`config.mk`:
```
export PLATFORM = sky130hd
export DESIGN_NAME = jtopl_acc_sched
export DESIGN_NICKNAME = d
export VERILOG_FILES = /design/src/rtl/jtopl_acc_sched.sv
export SDC_FILE = /design/constraint.sdc
export NUM_CORES = 1
export LEC_CHECK = 0
export ABC_AREA = 1
export CAP_MARGIN = 5
export CORE_UTILIZATION = 51
export CTS_CLUSTER_DIAMETER = 60
export DETAILED_ROUTE_END_ITERATION = 7
export PLACE_DENSITY = 0.78
export RECOVER_POWER = 100
export SLEW_MARGIN = 20
export SYNTH_ARGS = -nofsm -noshare
export SYNTH_HDL_FRONTEND = slang
export SYNTH_SLANG_ARGS = --single-unit
```
`constraint.sdc`:
```
create_clock -name clk -period 1.8 [get_ports clk]
set_input_delay 0.36 -clock clk [delete_from_list [all_inputs] [get_ports clk]]
set_output_delay 0.36 -clock clk [all_outputs]
set_load 0.01 [all_outputs]
```
`src/rtl/jtopl_acc_sched.sv`:
```
// jtopl_acc_sched: slot scheduler for the OPL channel-sum accumulator.
// Walks the 18 operator slots, decodes sum_en/zero/rhy_IV for each issued
// slot and delays them by PIPE cenop ticks so they meet op_result.
// Optional build macro: JTOPL_ACC_MUTE_EN adds a per-channel mute input.
module jtopl_acc_sched #(
  parameter int PIPE     = 2,
  parameter int OPL_TYPE = 1
) (
  input  logic       clk,
  input  logic       rst_n,
  input  logic       cenop,
  input  logic       sync,
  input  logic       con_wr,
  input  logic [3:0] con_ch,
  input  logic       con_din,
  input  logic       rhy_en,
`ifdef JTOPL_ACC_MUTE_EN
  input  logic [8:0] mute,
`endif
  output logic [4:0] slot,
  output logic       sum_en,
  output logic       zero,
  output logic       rhy_IV,
  output logic       sample_ok
);

  // Both OPL and OPLL put the BD modulator at slot 12 in this slot map;
  // only the accumulator interprets rhy_IV differently per chip.
  localparam logic [4:0] RHY_BASE  = (OPL_TYPE == 11) ? 5'd12 : 5'd12;
  localparam logic [4:0] LAST_SLOT = 5'd17;

  // Delay-line stage layout: [2] sum_en, [1] zero, [0] rhy_IV
  logic [4:0]            slot_q, slot_d;
  logic [8:0]            con_q, con_d;
  logic                  rhy_q, rhy_d;
  logic [PIPE-1:0][2:0]  pipe_q, pipe_d;
  logic                  sample_ok_q, sample_ok_d;

  logic [3:0]            iss_ch;
  logic                  iss_sum;
  logic                  iss_zero;
  logic                  iss_rhy;

  // Issue-stage decode of the slot presented this cenop (uses current con/rhy)
  always_comb begin
    iss_ch   = slot_q[4:1];
    iss_zero = (slot_q == 5'd0);
    iss_rhy  = rhy_q && (slot_q >= RHY_BASE);
    iss_sum  = slot_q[0] ? 1'b1 : con_q[iss_ch];
    if (iss_rhy) begin
      iss_sum = (slot_q != RHY_BASE);
    end
`ifdef JTOPL_ACC_MUTE_EN
    if (mute[iss_ch]) begin
      iss_sum = 1'b0;
    end
`endif
  end

  // Next-state: slot counter, connection file, rhythm latch, delay line
  always_comb begin
    slot_d      = slot_q;
    con_d       = con_q;
    rhy_d       = rhy_q;
    pipe_d      = pipe_q;
    sample_ok_d = cenop & pipe_q[PIPE-1][1];
    if (cenop) begin
      if (slot_q == 5'd0) begin
        rhy_d = rhy_en;
      end
      for (int i = 0; i < 9; i++) begin
        if (con_wr && (con_ch == 4'(i))) begin
          con_d[i] = con_din;
        end
      end
      if (sync) begin
        slot_d = 5'd0;
        pipe_d = '0;
      end else begin
        slot_d    = (slot_q == LAST_SLOT) ? 5'd0 : slot_q + 5'd1;
        pipe_d[0] = {iss_sum, iss_zero, iss_rhy};
        for (int i = 1; i < PIPE; i++) begin
          pipe_d[i] = pipe_q[i-1];
        end
      end
    end
  end

  // State registers with asynchronous active-low reset
  always_ff @(posedge clk or negedge rst_n) begin
    if (!rst_n) begin
      slot_q      <= 5'd0;
      con_q       <= 9'd0;
      rhy_q       <= 1'b0;
      pipe_q      <= '0;
      sample_ok_q <= 1'b0;
    end else begin
      slot_q      <= slot_d;
      con_q       <= con_d;
      rhy_q       <= rhy_d;
      pipe_q      <= pipe_d;
      sample_ok_q <= sample_ok_d;
    end
  end

  assign slot      = slot_q;
  assign sum_en    = pipe_q[PIPE-1][2];
  assign zero      = pipe_q[PIPE-1][1];
  assign rhy_IV    = pipe_q[PIPE-1][0];
  assign sample_ok = sample_ok_q;

endmodule

```
==> Word-level counts from Yosys, hierarchy flattened <==
Index checks and enable logic that the tools add are counted.
{ "op_classes": {"add_sub_neg": 1, "n_mul": 0, "div": 0, "n_lt_le_gt_ge": 2, "eq_ne": 10, "n_shift": 0, "mux": 7, "n_bitwise": 1, "n_reduce_logical": 22} }
{ "op_table": {"columns": ["op", "count"], "rows": [
  ["AND reduction 2 bit", 10],
  ["equality test 4 x 3 -> 1 bit, second input constant", 4],
  ["logical AND 1 bit", 10],
  ["2-to-1 mux 5 bit", 2],
  ["equality test 4 x 2 -> 1 bit, second input constant", 2],
  ["2-to-1 mux 6 bit", 1],
  ["adder 5 x 1 -> 5 bit, second input constant", 1],
  ["equality test 5 bit, second input constant", 1],
  ["greater-or-equal comparator 5 x 4 -> 1 bit, second input constant", 1],
  ["zero test 5 bit", 1],
  ["< comparator 4 x 5 -> 1 bit, second input constant", 1],
  ["inequality test 5 x 4 -> 1 bit, second input constant", 1],
  ["binary-select mux 1 bit (select 4 bit)", 1],
  ["equality test 4 x 1 -> 1 bit, second input constant", 1],
  ["equality test 4 bit, second input constant", 1],
  ["zero test 4 bit", 1],
  ["2-to-1 mux 1 bit", 3],
  ["AND 1 bit", 1]
]} }
{ "totals": {"regBits": 22, "latchBits": 0, "ram_bits": 0, "mem_bits_ro": 0, "input_bits": 11, "output_inout_bits": 9, "mem_count": 0} }

==> Depth between registers and ports, before layout <==
{ "logic_depth": {"depth_word": 5, "depth_mapped": 8, "depth_no_buf": 8} }

==> Least setup slack after synthesis <==
No wires, ideal clock.
{ "synth_timing": {"path_kind": "reg2reg", "startpoint": "register slot_q[1], in the netlist slot[1]", "endpoint": "register rhy_q", "setup_ns": 0.125, "arrival_time_ns": 1.224, "required_ns": 1.675, "setup_slack_ns": 0.452, "path_stages_with_launch": 5, "cell_sequence": "dfrtp_1 inv_2 ha_1 nand4_1 mux2_2"} }
{ "synth_via": {"elab_chain_cells": 2} }
{ "synth_lines": {"columns": ["item", "line", "source"], "rows": [
  ["from (decl)", "33", "logic [4:0] slot_q, slot_d;"],
  ["from (signal assigned)", "98", "slot_q <= slot_d;"],
  ["zero test 5 bit", "68", "if (slot_q == 5'd0) begin"],
  ["AND reduction 2 bit (no source line)", null, null],
  ["to (signal assigned)", "100", "rhy_q <= rhy_d;"],
  ["to (decl)", "35", "logic rhy_q, rhy_d;"]
]} }
Every way passes these cells.
A chain may end at the register's enable or synchronous reset.

==> Worst setup path in the final report <==
{ "layout_timing": {"startpoint": "register slot_q[0], in the netlist slot[0]", "endpoint": "output slot[0]"} }
{ "layout_rtl": {"columns": ["item", "line", "source"], "rows": [
  ["to (decl)", "20", "output logic [4:0] slot,"]
]} }
No word-level cell between the ends.

==> impl_results.md <==
* Outcome: complete, no violations
* Final instance area at ~1400 um2
* Initial Utilization at 0.557
* Final setup TNS at 0 ns
* Final ANT Viol Nets at 0
* I/O Buffers at 19
* Critical Path, Cell by Cell: clkdlybuf4s50_1
* PwrDens at roughly 840 nW/um2
* Worst hold slack at a little under 0.5 ns
* Syn_area_per_cell at ~8 um2
* Slew Viols, Final at 0
* Most frequent cells in the layout: nand2_1 (33), dfrtp_1 (19), inv_1 (18)
* Buf+Inv Stages, Crit Path at 1
* Skew-Pair Late Insertion Delay at approximately 0.31 ns
* Synth Cell Area at ~1100 um2
* Synth Instances at between 100 and 150
* Max Cap Violations at 0
* Global-route wire length before repair at 3960 um
* CP Class: flop to output pin
* Diode count at 0
* Final wirelength at 2210 um
* Period Utilization, post-route at 0.961
* Worst path max stage delay at between 0.5 and 0.6 ns
* Worst reg2reg path depth at 4
* Detailed Route Iter0 Violations at 18
* Post-DR vias/cell at approximately 5.2
* Max Fclk at a little under 0.6 GHz
* Yosys Warn Count at 0
* HP Class: flop to flop
* Data required, critical path at roughly 1.4 ns
* Setup violators final at 0
* Layout cells sized above 1 at 0.0692
* # nets final at between 150 and 200
* Hold Violations, Final at 0
* Vias in the first global route at 898
* Worst vdd ir at approximately 0.68 mV
* Clock skew at around 0.0070 ns
* Top layer in use: met4
* Leak pwr at 0.658 nW
* CTS tree: done
* Fill cells at 165
* WHS Path Cells at 2
* Worst EP arrival at roughly 1.4 ns
* CORE AREA at roughly 2000 um2
* Critical path depth at 1
* Count of cell types in the netlist at 23
* Synth-to-layout area growth at 23.2%
* Post-Syn Nets at 150
* Number of antenna violations at the first check in global routing at 0
* Commonest non-fill, non-tap cell in the layout: nand2_1
* Die X at around 50 um
* Die ar. at about 2400 um2
* Final GP Congestion at ~0.82
* Vias at 967
* All-Layer GR Usage at 0.216
* Met3 WL at 82 um
* Placed instance area at 1340 um2
* M1 WL at roughly 1000 um
* CP Max Fanout at 6
* Crit path launch type: flop
* WL per Instance at roughly 12 um
* Pin count of the biggest net entering global routing at 23
* I/O pins at 20
* Setup crit end: slot[0]
* Die height at approximately 49 um
* Num CTS Buffers at 3
* Max-slew headroom at 0.237
* GRT Residual Overflow at 0
* Synthesized flop and latch total at 22
* CP endpoint kind: output pin
* Reg clk slew, reported paths at approximately 0.11 ns
* DRC at 0
* Final HPWL DP at between 1500 and 2000 um
* Drt first pass iters at 4
* Clk buf depth at 2
* Critical path's top delay family: buffers and inverters
* CP Launch Point: slot[0]
* Worst reg2reg endpoint: rhy_q
* Metal2 WL at between 1000 and 1500 um
* Rows at 16
* Htree depth at 1
* Part of the Yosys area used for sequential elements at 0.493
* R2R Path Start: slot[0]
* CTS Root Cell: clkbuf_4
* Period minus WS final at around 1.7 ns
* RSZ-0062 raised after global routing: false
* Num Clock Sinks at 22
* Hold Buf Count CTS at 0
* Crit-path slowest cell: clkdlybuf4s50_1
* Worst-Margin Slew at ~1.1 ns
* Reg2Reg Setup Slack at 0.42 ns
metrics by stage:
stage / instances / util / setup slack [ns] / power, mW
2_1_floorplan: 136 / - / 0.452 / 0.779
3_3_place_gp: 182 / 0.671 / 0.205 / 0.877
3_5_place_dp: 182 / 0.671 / 0.194 / 0.889
4_1_cts: 186 / 0.690 / 0.0641 / 1.16
5_1_grt: 186 / 0.687 / 0.00667 / 1.23
6_report: 186 / 0.687 / 0.0707 / 1.15
how the worst min path moves through the flow:
stage / start / endpoint / slack, ns
after detailed placement: sum_en / sum_en / 0.47
after floorplan: rst_n / con_q[0] / 0.06
after global routing: sum_en / sum_en / 0.52
after global placement: sum_en / sum_en / 0.46
final: sum_en / sum_en / 0.49
after CTS: rst_n / con_q[5] / 0.40
sequential cells by signal, indices dropped and copies added (netlist names):
register / cells
zero: 1
slot: 5
con_q: 9
sum_en: 1
sample_ok: 1
pipe_q: 3
rhy_IV: 1
rhy_q: 1
kinds of logic (layout without fill, tap and decap cells):
kind of cell,Yosys count,in the layout,synth area share
mux,2,2,0.0191
xor+xnor,3,3,0.0235
flops,22,22,0.493
fa+ha+maj,3,3,0.0336
simple gates,68,68,0.274
compound gates,17,17,0.0818
buf+inv,21,44,0.0751
cells in the mapped netlist:
master    count  area, um2
mux2i_1       1       10.0
nand4_1       3       18.8
inv_2         1       3.75
buf_2         1       5.00
nand2_1      33        124
nor3_4        1       16.3
nor2_1       13       48.8
o22ai_1       3       18.8
o21ai_0       7       35.0
xor2_1        3       26.3
ha_1          3       37.5
mux2_2        1       11.3
buf_4         1       7.51
nor3_1        1       5.00
a21oi_1       3       15.0
nor2_2        1       6.26
nand3_1      13       65.1
o21ai_1       2       10.0
a31oi_1       2       12.5
inv_1        18       67.6
dfrtp_1      22        551
nand3b_1      2       15.0
and3_1        1       6.26
report_power, final:
part | total [mW] | internal (mW) | switching (mW)
Sequential | 0.622 | 0.567 | 0.0552
Clock | 0.272 | 0.124 | 0.148
Combinational | 0.255 | 0.119 | 0.136
Total | 1.15 | 0.809 | 0.340
layout make-up:
type	count	area (um2)	share of cell area
sequential	22	554	0.403
multi-input combinational	93	482	0.350
timing repair buffer	21	198	0.144
inverter	19	71.3	0.0519
clock buffer	4	36.3	0.0264
tap	27	33.8	0.0246
layer usage:
| metal | track usage | vias up |
|---|---|---|
| li1 | - | 492 |
| met1 | 0.299 | 447 |
| met2 | 0.345 | 23 |
| met3 | 0.0312 | 5 |
| met4 | 0.0784 | 0 |
| met5 | 0 | - |
what timing repair did:
item,in CTS,in global routing
setup endpoints to repair,2,1
cloned,0,0
resized for setup,2,1
buffers inserted,0,0
Note: power is estimated with default switching activity, not from simulation.
